===== src/rtl/exe_pkg.sv =====
// Shared definitions for the MIPS execute stage: ALU command codes,
// muldiv FSM state encoding and the muldiv command predicate.
package exe_pkg;

   localparam logic [3:0] EXE_ADD = 4'b0000;
   localparam logic [3:0] EXE_SUB = 4'b0010;
   localparam logic [3:0] EXE_AND = 4'b0100;
   localparam logic [3:0] EXE_OR  = 4'b0101;
   localparam logic [3:0] EXE_NOR = 4'b0110;
   localparam logic [3:0] EXE_XOR = 4'b0111;
   localparam logic [3:0] EXE_SLL = 4'b1000;
   localparam logic [3:0] EXE_SRA = 4'b1001;
   localparam logic [3:0] EXE_SRL = 4'b1010;
   localparam logic [3:0] EXE_MUL = 4'b1100;
   localparam logic [3:0] EXE_DIV = 4'b1101;
   localparam logic [3:0] EXE_REM = 4'b1110;

   localparam logic [1:0] MD_IDLE = 2'd0;
   localparam logic [1:0] MD_BUSY = 2'd1;
   localparam logic [1:0] MD_DONE = 2'd2;

   function automatic logic is_muldiv(input logic [3:0] cmd);
      return (cmd == EXE_MUL) || (cmd == EXE_DIV) || (cmd == EXE_REM);
   endfunction

endpackage


===== src/rtl/exe_stage_if.sv =====
// ID/EXE -> EXE -> EXE/MEM signal bundle for the execute stage.
// master drives the ID/EXE side, slave is the execute stage itself.
interface exe_stage_if #(
   parameter int DATA_W = 32,
   parameter int REG_AW = 5
);
   logic [DATA_W-1:0] PC;
   logic [DATA_W-1:0] Val1;
   logic [DATA_W-1:0] Val2;
   logic [DATA_W-1:0] Reg2;
   logic [REG_AW-1:0] Dest;
   logic              Br_taken;
   logic [3:0]        EXE_cmd;
   logic              MEM_R_en;
   logic              MEM_W_en;
   logic              WB_en;

   logic [DATA_W-1:0] ALU_result;
   logic [DATA_W-1:0] Br_addr;
   logic              Br_taken_out;
   logic [DATA_W-1:0] ST_val;
   logic [REG_AW-1:0] Dest_out;
   logic              MEM_R_en_out;
   logic              MEM_W_en_out;
   logic              WB_en_out;
   logic              muldiv_stall;

   modport master (
      output PC, Val1, Val2, Reg2, Dest, Br_taken, EXE_cmd,
      output MEM_R_en, MEM_W_en, WB_en,
      input  ALU_result, Br_addr, Br_taken_out, ST_val, Dest_out,
      input  MEM_R_en_out, MEM_W_en_out, WB_en_out, muldiv_stall
   );

   modport slave (
      input  PC, Val1, Val2, Reg2, Dest, Br_taken, EXE_cmd,
      input  MEM_R_en, MEM_W_en, WB_en,
      output ALU_result, Br_addr, Br_taken_out, ST_val, Dest_out,
      output MEM_R_en_out, MEM_W_en_out, WB_en_out, muldiv_stall
   );
endinterface


===== src/rtl/exe_stage_muldiv_unit.sv =====
// Iterative radix-2 multiply / restoring divide, one bit per cycle.
// MULDIV_SIGNED_EN selects two's-complement operands (default unsigned).
module muldiv_unit
   import exe_pkg::*;
#(
   parameter int DATA_W = 32
) (
   input  logic              clk,
   input  logic              rst,
   input  logic              start_i,
   input  logic [3:0]        op_i,
   input  logic [DATA_W-1:0] a_i,
   input  logic [DATA_W-1:0] b_i,
   output logic              busy_o,
   output logic              done_o,
   output logic [DATA_W-1:0] result_o
);

   localparam int CW = $clog2(DATA_W);

   logic [1:0]        st_q, st_d;
   logic [CW-1:0]     cnt_q, cnt_d;
   logic [3:0]        op_q, op_d;
   logic [DATA_W-1:0] a_q, a_d;
   logic [DATA_W-1:0] b_q, b_d;
   logic [DATA_W:0]   acc_q, acc_d;
   logic              neg_q, neg_d;
   logic [DATA_W-1:0] res_q, res_d;

   logic [DATA_W-1:0] mag_a, mag_b;
   logic              neg_cap;
   logic [DATA_W-1:0] mul_acc;
   logic [DATA_W:0]   div_sh, div_rem;
   logic              div_ge;
   logic [DATA_W-1:0] raw, fin;

`ifdef MULDIV_SIGNED_EN
   logic sa, sb;
   always_comb begin
      sa    = a_i[DATA_W-1];
      sb    = b_i[DATA_W-1];
      mag_a = sa ? -a_i : a_i;
      mag_b = sb ? -b_i : b_i;
      // quotient of x/0 stays all ones, so never negate it
      if (op_i == EXE_MUL)      neg_cap = sa ^ sb;
      else if (op_i == EXE_DIV) neg_cap = (sa ^ sb) && (b_i != '0);
      else                      neg_cap = sa;
   end
`else
   always_comb begin
      mag_a   = a_i;
      mag_b   = b_i;
      neg_cap = 1'b0;
   end
`endif

   always_comb begin
      mul_acc = acc_q[DATA_W-1:0] + (b_q[0] ? a_q : '0);
      div_sh  = {acc_q[DATA_W-1:0], a_q[DATA_W-1]};
      div_ge  = div_sh >= {1'b0, b_q};
      div_rem = div_ge ? div_sh - {1'b0, b_q} : div_sh;
      if (op_q == EXE_MUL)      raw = mul_acc;
      else if (op_q == EXE_DIV) raw = {a_q[DATA_W-2:0], div_ge};
      else                      raw = div_rem[DATA_W-1:0];
      fin = neg_q ? -raw : raw;
   end

   always_comb begin
      st_d  = st_q;
      cnt_d = cnt_q;
      op_d  = op_q;
      a_d   = a_q;
      b_d   = b_q;
      acc_d = acc_q;
      neg_d = neg_q;
      res_d = res_q;
      case (st_q)
         MD_IDLE: begin
            if (start_i) begin
               st_d  = MD_BUSY;
               cnt_d = CW'(DATA_W - 1);
               op_d  = op_i;
               a_d   = mag_a;
               b_d   = mag_b;
               acc_d = '0;
               neg_d = neg_cap;
            end
         end
         MD_BUSY: begin
            if (op_q == EXE_MUL) begin
               acc_d = {1'b0, mul_acc};
               a_d   = a_q << 1;
               b_d   = b_q >> 1;
            end else begin
               acc_d = div_rem;
               a_d   = {a_q[DATA_W-2:0], div_ge};
            end
            if (cnt_q == '0) begin
               st_d  = MD_DONE;
               res_d = fin;
            end else begin
               cnt_d = cnt_q - 1'b1;
            end
         end
         MD_DONE: st_d = MD_IDLE;
         default: st_d = MD_IDLE;
      endcase
   end

   always_ff @(posedge clk or posedge rst) begin
      if (rst) begin
         st_q  <= MD_IDLE;
         cnt_q <= '0;
         op_q  <= '0;
         a_q   <= '0;
         b_q   <= '0;
         acc_q <= '0;
         neg_q <= 1'b0;
         res_q <= '0;
      end else begin
         st_q  <= st_d;
         cnt_q <= cnt_d;
         op_q  <= op_d;
         a_q   <= a_d;
         b_q   <= b_d;
         acc_q <= acc_d;
         neg_q <= neg_d;
         res_q <= res_d;
      end
   end

   assign busy_o   = ((st_q == MD_IDLE) && start_i) || (st_q == MD_BUSY);
   assign done_o   = (st_q == MD_DONE);
   assign result_o = res_q;

endmodule


===== src/rtl/exe_stage.sv =====
// MIPS execute stage: ALU, branch target adder, control gating, muldiv.
// Build option: MULDIV_SIGNED_EN enables signed MUL/DIV/REM.
module exe_stage
   import exe_pkg::*;
#(
   parameter int DATA_W = 32,
   parameter int REG_AW = 5
) (
   input logic       clk,
   input logic       rst,
   exe_stage_if.slave bus
);

   localparam int SH_W = $clog2(DATA_W);

   logic              md_busy;
   logic              md_done;
   logic [DATA_W-1:0] md_result;
   logic [SH_W-1:0]   shamt;
   logic [DATA_W-1:0] alu;

   muldiv_unit #(.DATA_W(DATA_W)) u_muldiv (
      .clk      (clk),
      .rst      (rst),
      .start_i  (is_muldiv(bus.EXE_cmd)),
      .op_i     (bus.EXE_cmd),
      .a_i      (bus.Val1),
      .b_i      (bus.Val2),
      .busy_o   (md_busy),
      .done_o   (md_done),
      .result_o (md_result)
   );

   assign shamt = bus.Val2[SH_W-1:0];

   always_comb begin
      alu = '0;
      case (bus.EXE_cmd)
         EXE_ADD: alu = bus.Val1 + bus.Val2;
         EXE_SUB: alu = bus.Val1 - bus.Val2;
         EXE_AND: alu = bus.Val1 & bus.Val2;
         EXE_OR:  alu = bus.Val1 | bus.Val2;
         EXE_NOR: alu = ~(bus.Val1 | bus.Val2);
         EXE_XOR: alu = bus.Val1 ^ bus.Val2;
         EXE_SLL: alu = bus.Val1 << shamt;
         EXE_SRA: alu = $signed(bus.Val1) >>> shamt;
         EXE_SRL: alu = bus.Val1 >> shamt;
         EXE_MUL,
         EXE_DIV,
         EXE_REM: alu = md_done ? md_result : '0;
         default: alu = '0;
      endcase
   end

   assign bus.ALU_result   = alu;
   assign bus.Br_addr      = bus.PC + (bus.Val2 << 2);
   assign bus.Br_taken_out = bus.Br_taken;
   assign bus.ST_val       = bus.Reg2;
   assign bus.Dest_out     = bus.Dest;
   // bubbles into EXE/MEM while the muldiv holds the pipe
   assign bus.MEM_R_en_out = bus.MEM_R_en & ~md_busy;
   assign bus.MEM_W_en_out = bus.MEM_W_en & ~md_busy;
   assign bus.WB_en_out    = bus.WB_en & ~md_busy;
   assign bus.muldiv_stall = md_busy;

endmodule


===== src/flat_wrapper.sv =====
// flat-port wrapper written by rule: the top's interface ports become plain ports
module exe_stage_flat import exe_pkg::*;
#(
   parameter int DATA_W = 32,
   parameter int REG_AW = 5
)
  (clk, rst, bus_PC, bus_Val1, bus_Val2, bus_Reg2, bus_Dest, bus_Br_taken, bus_EXE_cmd, bus_MEM_R_en, bus_MEM_W_en, bus_WB_en, bus_ALU_result, bus_Br_addr, bus_Br_taken_out, bus_ST_val, bus_Dest_out, bus_MEM_R_en_out, bus_MEM_W_en_out, bus_WB_en_out, bus_muldiv_stall);
  exe_stage_if #(.DATA_W(DATA_W), .REG_AW(REG_AW)) bus_i ();
  input logic clk;
  input logic rst;
  input wire logic [$bits(bus_i.PC)-1:0] bus_PC;
  input wire logic [$bits(bus_i.Val1)-1:0] bus_Val1;
  input wire logic [$bits(bus_i.Val2)-1:0] bus_Val2;
  input wire logic [$bits(bus_i.Reg2)-1:0] bus_Reg2;
  input wire logic [$bits(bus_i.Dest)-1:0] bus_Dest;
  input wire logic [$bits(bus_i.Br_taken)-1:0] bus_Br_taken;
  input wire logic [$bits(bus_i.EXE_cmd)-1:0] bus_EXE_cmd;
  input wire logic [$bits(bus_i.MEM_R_en)-1:0] bus_MEM_R_en;
  input wire logic [$bits(bus_i.MEM_W_en)-1:0] bus_MEM_W_en;
  input wire logic [$bits(bus_i.WB_en)-1:0] bus_WB_en;
  output wire logic [$bits(bus_i.ALU_result)-1:0] bus_ALU_result;
  output wire logic [$bits(bus_i.Br_addr)-1:0] bus_Br_addr;
  output wire logic [$bits(bus_i.Br_taken_out)-1:0] bus_Br_taken_out;
  output wire logic [$bits(bus_i.ST_val)-1:0] bus_ST_val;
  output wire logic [$bits(bus_i.Dest_out)-1:0] bus_Dest_out;
  output wire logic [$bits(bus_i.MEM_R_en_out)-1:0] bus_MEM_R_en_out;
  output wire logic [$bits(bus_i.MEM_W_en_out)-1:0] bus_MEM_W_en_out;
  output wire logic [$bits(bus_i.WB_en_out)-1:0] bus_WB_en_out;
  output wire logic [$bits(bus_i.muldiv_stall)-1:0] bus_muldiv_stall;
  assign bus_i.PC = bus_PC;
  assign bus_i.Val1 = bus_Val1;
  assign bus_i.Val2 = bus_Val2;
  assign bus_i.Reg2 = bus_Reg2;
  assign bus_i.Dest = bus_Dest;
  assign bus_i.Br_taken = bus_Br_taken;
  assign bus_i.EXE_cmd = bus_EXE_cmd;
  assign bus_i.MEM_R_en = bus_MEM_R_en;
  assign bus_i.MEM_W_en = bus_MEM_W_en;
  assign bus_i.WB_en = bus_WB_en;
  assign bus_ALU_result = bus_i.ALU_result;
  assign bus_Br_addr = bus_i.Br_addr;
  assign bus_Br_taken_out = bus_i.Br_taken_out;
  assign bus_ST_val = bus_i.ST_val;
  assign bus_Dest_out = bus_i.Dest_out;
  assign bus_MEM_R_en_out = bus_i.MEM_R_en_out;
  assign bus_MEM_W_en_out = bus_i.MEM_W_en_out;
  assign bus_WB_en_out = bus_i.WB_en_out;
  assign bus_muldiv_stall = bus_i.muldiv_stall;
  exe_stage #(.DATA_W(DATA_W), .REG_AW(REG_AW)) u_core (.clk(clk), .rst(rst), .bus(bus_i));
endmodule

===== config.mk =====
export PLATFORM = sky130hd
export DESIGN_NAME = exe_stage_flat
export DESIGN_NICKNAME = d
export VERILOG_FILES = /design/src/rtl/exe_pkg.sv /design/src/rtl/exe_stage_if.sv /design/src/rtl/exe_stage_muldiv_unit.sv /design/src/rtl/exe_stage.sv /design/src/flat_wrapper.sv
export SDC_FILE = /design/constraint.sdc
export NUM_CORES = 1
export LEC_CHECK = 0
export ABC_AREA = 1
export CORE_MARGIN = 10
export CORE_UTILIZATION = 40
export CTS_CLUSTER_DIAMETER = 80
export DETAILED_ROUTE_END_ITERATION = 10
export SYNTH_ARGS = -nofsm -noshare
export SYNTH_HDL_FRONTEND = slang
export SYNTH_SLANG_ARGS = --single-unit
export TNS_END_PERCENT = 30

===== constraint.sdc =====
create_clock -name clk -period 7.27 [get_ports clk]
set_input_delay 1.454 -clock clk [delete_from_list [all_inputs] [get_ports clk]]
set_output_delay 1.454 -clock clk [all_outputs]
set_load 0.005 [all_outputs]

Word-level counts from Yosys, hierarchy flattened

Cells that the tools add are included.

Logic and storage cells: 80
Bits of input ports: 143
Bits in registers: 139
Output and inout bits: 106

Muxes and demuxes: 21
Add/sub/neg operators: 6
Shift-type cells: 3
$lt $le $gt $ge: 1
Bitwise gates (word level): 8
Eq/ne operators: 19
Reduce and logical (&&, ||, !) cells: 15

Operators by type and width:

| operator                                                            | count |
|---|---|
| 32-bit two-way mux                                                  | 10 |
| 32-bit case mux with 10 select lines                                | 1 |
| 32-bit case mux with 2 select lines                                 | 3 |
| 32-bit adder                                                        | 3 |
| 32-bit subtractor                                                   | 2 |
| 33-bit by 32-bit greater-or-equal comparator with 1-bit output      | 1 |
| 32-bit bitwise AND                                                  | 1 |
| 4-bit == test (second input constant)                               | 8 |
| 32-bit inverter                                                     | 1 |
| 32-bit OR                                                           | 1 |
| 32-bit by 5-bit << shifter with 32-bit output                       | 1 |
| 32-bit by 5-bit >> shifter with 32-bit output                       | 1 |
| 32-bit by 5-bit >>> shifter with 32-bit output                      | 1 |
| 32-bit bitwise XOR                                                  | 1 |
| 4-bit by 3-bit == test with 1-bit output (second input constant)    | 4 |
| 5-bit two-way mux                                                   | 2 |
| 5-bit case mux with 2 select lines                                  | 1 |
| 2-bit != test (second input constant)                               | 4 |
| 2-bit AND reduction                                                 | 4 |
| 3-bit AND reduction                                                 | 2 |
| 5-bit logical NOT                                                   | 1 |
| 5-bit by 1-bit subtractor with 5-bit output (second input constant) | 1 |
| 4-bit by 2-bit == test with 1-bit output (second input constant)    | 1 |
| 4-bit logical NOT                                                   | 1 |
| other kinds (12)                                                    | 17 |

Logic depth before layout (Yosys ltp)

Depth after elaboration: 7
Gate-level depth with buffers: 26
Depth with buffers taken out: 24

Cells and area by module

Synthesis repeated with hierarchy kept, for this count alone.

Cells, all modules: 4042
Area, all modules: 22854.4 um^2

By module, submodules not included:

| module      | cells an instance | instances | seq. area each (um^2) | area an instance (um^2) |
|---|---|---|---|---|
| muldiv_unit | 1818              | 1         | 3478.3                | 11750.0 |
| exe_stage   | 2224              | 1         | 0.0                   | 11104.4 |

Least setup slack after synthesis

OpenSTA, ideal clock, no wires.

Path type: input to output
Start point: input bus_Val2[1]
End point: output bus_ALU_result[27]
Data arrival time: 4.571 ns
Stages: 21
Path slack: 1.245 ns
Buffers on the path: 2
Data required time: 5.816 ns
Path through: inv_2 > buf_2 > buf_1 > ha_1 > nand3_1 > nor2_1 > nand2_1 > nor2_1 > nand4_1 > or2_1 > o21ai_1 > xor2_1 > ha_1 > a21o_1 > a21oi_1 > o21ai_0 > a21oi_1 > nand2_1 > or2_2 > nand3_1 > nand2_1

Longest elaborated chain between the ends: 2

RTL lines:

| item                                      | line               | text |
|---|---|---|
| start, declared                           | flat_wrapper.sv:13 | `input wire logic [$bits(bus_i.Val2)-1:0] bus_Val2;` |
| 32-bit subtractor (tied with other cells) | exe_stage.sv:40    | `EXE_SUB: alu = bus.Val1 - bus.Val2;` |
| 32-bit case mux with 10 select lines *    | exe_stage.sv:38    | `case (bus.EXE_cmd)` |
| end, declared                             | flat_wrapper.sv:21 | `output wire logic [$bits(bus_i.ALU_result)-1:0] bus_ALU_result;` |

Every way passes the cells marked *; elsewhere a longest branch is shown, timed or not.

Worst setup path after layout

Start point: input bus_Val2[4]
End point: output bus_ALU_result[24]

Same word-level chain as after synthesis.

==> summary.md <==
* maximum buffer depth of the clock tree: 2
* total of endpoints with negative setup slack in the final report: 0
* port buffer count: 168
* Slew HR: 0.301
* Worst Clk Skew: 11.0 ps
* Reg clk slew, reported paths: 60 ps
* Worst setup SP type: input port
* proportion of layout cells with a drive suffix above 1: 0.0585
* largest net degree at the start of global routing: 133
* number of standard-cell rows in the floorplan: 85
* most area-hungry cell type in the Yosys netlist: sky130_fd_sc_hd__nand2_1
* iteration count of the initial detailed-routing pass: 6
* drt total wl: 102000 microns
* Cell Pwr Density: 374 mW/mm^2
* distinct cell type count of the synthesized netlist: 61
* clock period minus final worst setup slack: 6930 ps
* worst slew pin tran: 1050 ps
* met1 usage in global routing: 0.419
* setup bufs post-CTS: 0
* full die area: 0.0644 sq mm
* global-route track usage on met2: 0.449
* fin cells: 4547
* top cells by area in the synthesized netlist: sky130_fd_sc_hd__nand2_1, sky130_fd_sc_hd__dfrtp_1, sky130_fd_sc_hd__ha_1
* antenna violations before repair: 3
* Final HPWL DP: 83100 microns
* Ports: 249
* number of hold-repair buffers added at the cts stage: 0
* maximum fanout encountered on the critical timing path: 5
* maxcap violations: 0
* Worst Path Required: 5820 ps
* clock buffers created by TritonCTS: 17
* global-route usage over all layers: 0.309
* number of placed instances, taps included: 4513
* worst hold path type: reg2reg
* average size of a mapped cell: 5.86 sq um
* maximum frequency from static timing analysis: 0.144 GHz
* antenna-violating nets left: 0
* met3 demand-to-capacity share in global routing: 0.0749
* Critical Path Sink Type: output port
* overall overflow remaining after global route: 0
* net count after synthesis: 4064
* later-pin clock latency in the skew report: 460 ps
* number of clock sinks seen by CTS: 139
* number of hold violations in the final report: 0
* final critical-path share of the clock period: 0.954
* Vias: 25997
* Core ar.: 0.0539 sq mm
* detail-routed net length per standard cell: 22.5 microns
* CTS tree: done
* Yosys warning count: 0
* synthesized instance count: 3725
* routed via count divided by cell count: 5.72
* Post-route DRC: 0
* highest ir drop seen on vdd: 0.000210 V
* net total in the final layout: 4175
* unrepaired setup endpoints after global routing: no
* Max H-tree Level: 4
* Leak Pwr: 12.8 nW
* number of global-route vias before repair: 23574
* Final GP Congestion: 1.09
* total count of max-transition violations in the final report: 0
* Root Buffer Master: sky130_fd_sc_hd__clkbuf_16
* Crit path arrival time: 5480 ps
* fraction of the yosys area taken by sequential cells: 0.159
* first-pass GRT wire length: 150000 microns
* Fin Setup TNS: 0 ps
* overall die width: 254 microns
* violation count after the first detailed-route iteration: 3260
* crit path kind: in2out
* post-synthesis instance area: 0.0218 sq mm
* Post-CTS Resized: 0
* effective utilization at floorplan: 0.405
* die height: 254 microns
* Area Overhead vs Synth: 13.9%
* most utilized layer in the global route result: met2
* top cell type's share of synthesized area: 0.200
* total of flip-flops plus latches after synthesis: 139
* result of the run: finished clean
layout by cell type (no fill, tap or decap), types with 11 or more instances in the layout:
cell,n
sky130_fd_sc_hd__nand3_1,217
sky130_fd_sc_hd__clkdlybuf4s50_1,162
sky130_fd_sc_hd__o21ai_0,321
sky130_fd_sc_hd__a31oi_1,13
sky130_fd_sc_hd__inv_1,486
sky130_fd_sc_hd__nor2_2,15
sky130_fd_sc_hd__dfrtp_1,139
sky130_fd_sc_hd__nand3b_1,21
sky130_fd_sc_hd__nand2_1,1164
sky130_fd_sc_hd__o21ai_1,17
sky130_fd_sc_hd__o211ai_1,119
sky130_fd_sc_hd__o2111ai_1,17
sky130_fd_sc_hd__ha_1,192
sky130_fd_sc_hd__o21a_1,17
sky130_fd_sc_hd__nor3_1,36
sky130_fd_sc_hd__or2_2,29
sky130_fd_sc_hd__xor2_1,54
sky130_fd_sc_hd__nand4_1,30
sky130_fd_sc_hd__nor2_1,258
sky130_fd_sc_hd__a21o_1,11
sky130_fd_sc_hd__buf_4,97
sky130_fd_sc_hd__nand2_2,11
sky130_fd_sc_hd__xnor2_1,23
sky130_fd_sc_hd__a21boi_1,12
sky130_fd_sc_hd__a221oi_1,14
sky130_fd_sc_hd__a21oi_1,215
sky130_fd_sc_hd__inv_2,12
sky130_fd_sc_hd__clkbuf_16,17
metrics by stage:
| stage | setup slack (ps) | instance area (sq um) | utilization | hold WS (ps) | power [mW] |
|---|---|---|---|---|---|
| 3_3_place_gp | 285 | 24300 | 0.450 | 433 | 8.16 |
| 5_1_grt | 13.6 | 24900 | 0.461 | 471 | 10.1 |
| 4_1_cts | 203 | 24800 | 0.461 | 463 | 9.16 |
| 2_1_floorplan | 1250 | 21800 | - | 422 | 6.18 |
| 3_5_place_dp | 222 | 24300 | 0.450 | 441 | 8.20 |
| 6_report | 337 | 24900 | 0.461 | 468 | 9.29 |
critical path, cell delays in order:
cell and delay [ps]:
sky130_fd_sc_hd__clkdlybuf4s50_1 530, sky130_fd_sc_hd__nor2_1 190, sky130_fd_sc_hd__nand2_1 130, sky130_fd_sc_hd__nor3_4 220, sky130_fd_sc_hd__nand4_1 140, sky130_fd_sc_hd__nand2_1 130
sky130_fd_sc_hd__o21ai_1 120, sky130_fd_sc_hd__a21oi_2 170, sky130_fd_sc_hd__xor2_1 220, sky130_fd_sc_hd__ha_1 330, sky130_fd_sc_hd__inv_1 90, sky130_fd_sc_hd__o21ai_0 140
sky130_fd_sc_hd__a21oi_1 220, sky130_fd_sc_hd__a21boi_0 200, sky130_fd_sc_hd__nand3_1 200, sky130_fd_sc_hd__a21oi_1 160, sky130_fd_sc_hd__o21ai_0 90, sky130_fd_sc_hd__buf_4 160
sky130_fd_sc_hd__nand3_1 70, sky130_fd_sc_hd__clkdlybuf4s50_1 510
final timing paths:
| check | from | end | slack, ps | cells after the start |
|---|---|---|---|---|
| max | bus_Val2[4] | bus_ALU_result[24] | 340 | 20 |
| min reg2reg | u_core.u_muldiv.op_q[3] | u_core.u_muldiv.op_q[3] | 470 | 2 |
| min in group asynchronous | rst | u_core.u_muldiv.b_q[23] | 1570 | 2 |
| min | u_core.u_muldiv.op_q[3] | u_core.u_muldiv.op_q[3] | 470 | 2 |
| max in group asynchronous | rst | u_core.u_muldiv.a_q[29] | 4460 | 3 |
| max reg2reg | u_core.u_muldiv.op_q[1] | u_core.u_muldiv.b_q[5] | 3920 | 9 |
synthesized netlist by cell type (all sizes together):
| master | count |
|---|---|
| a22o | 2 |
| a221oi | 14 |
| o211ai | 119 |
| o21bai | 9 |
| clkinv | 4 |
| or2 | 35 |
| o2111ai | 17 |
| a211oi | 7 |
| nor2 | 278 |
| o221ai | 5 |
| and2 | 4 |
| nor3b | 2 |
| nand3b | 21 |
| dfrtp | 139 |
| a2bb2oi | 3 |
| nor4 | 12 |
| a22oi | 2 |
| ha | 192 |
| a32oi | 1 |
| a311oi | 1 |
| nand3 | 219 |
| nand2 | 1177 |
| a21o | 11 |
| a21boi | 20 |
| o22ai | 3 |
| fa | 4 |
| buf | 95 |
| o21a | 17 |
| xor2 | 54 |
| o31ai | 3 |
| a31oi | 14 |
| xnor2 | 23 |
| and3 | 1 |
| mux2i | 8 |
| nand4 | 30 |
| a21oi | 216 |
| o21ai | 345 |
| inv | 499 |
| nor3 | 39 |
| a2111oi | 1 |
| clkbuf | 79 |
metal layers:
metal,part of all wire,vias up
met3,0.11,245
met5,0.00018,-
met4,0.054,4
met1,0.42,11890
met2,0.41,1435
li1,-,12423
cells by family after synthesis:
group / count (synthesis) / share of synthesized area
AO/OA/AOI/OAI: 810 / 0.217
XOR/XNOR: 77 / 0.0309
adder cells (fa/ha/maj): 196 / 0.114
buffers and inverters: 677 / 0.128
flip-flops: 139 / 0.159
multiplexers: 8 / 0.00367
AND/OR/NAND/NOR: 1818 / 0.348
registers in the layout, summed over array words and instances (netlist names):
name	cells
u_core.u_muldiv.st_q	2
u_core.u_muldiv.op_q	4
u_core.u_muldiv.cnt_q	5
u_core.u_muldiv.acc_q	32
u_core.u_muldiv.a_q	32
u_core.u_muldiv.b_q	32
u_core.u_muldiv.result_o	32
report_power, final:
part / internal [mW] / total, mW / switching, mW
clock network: 0.512 / 0.917 / 0.405
logic: 2.25 / 6.89 / 4.65
registers: 1.16 / 1.48 / 0.321
total: 3.92 / 9.29 / 5.37
layout make-up:
type	count	area, sq um
Clock buffer	17	425
Inverter	503	1890
Timing Repair Buffer	266	2420
Tap cell	696	871
Fill cell	5845	29000
Antenna cell	2	5.00
Clock inverter	15	166
Multi-Input combinational cell	2909	15600
Sequential cell	139	3480
Note: power is estimated with default switching activity, not from simulation.
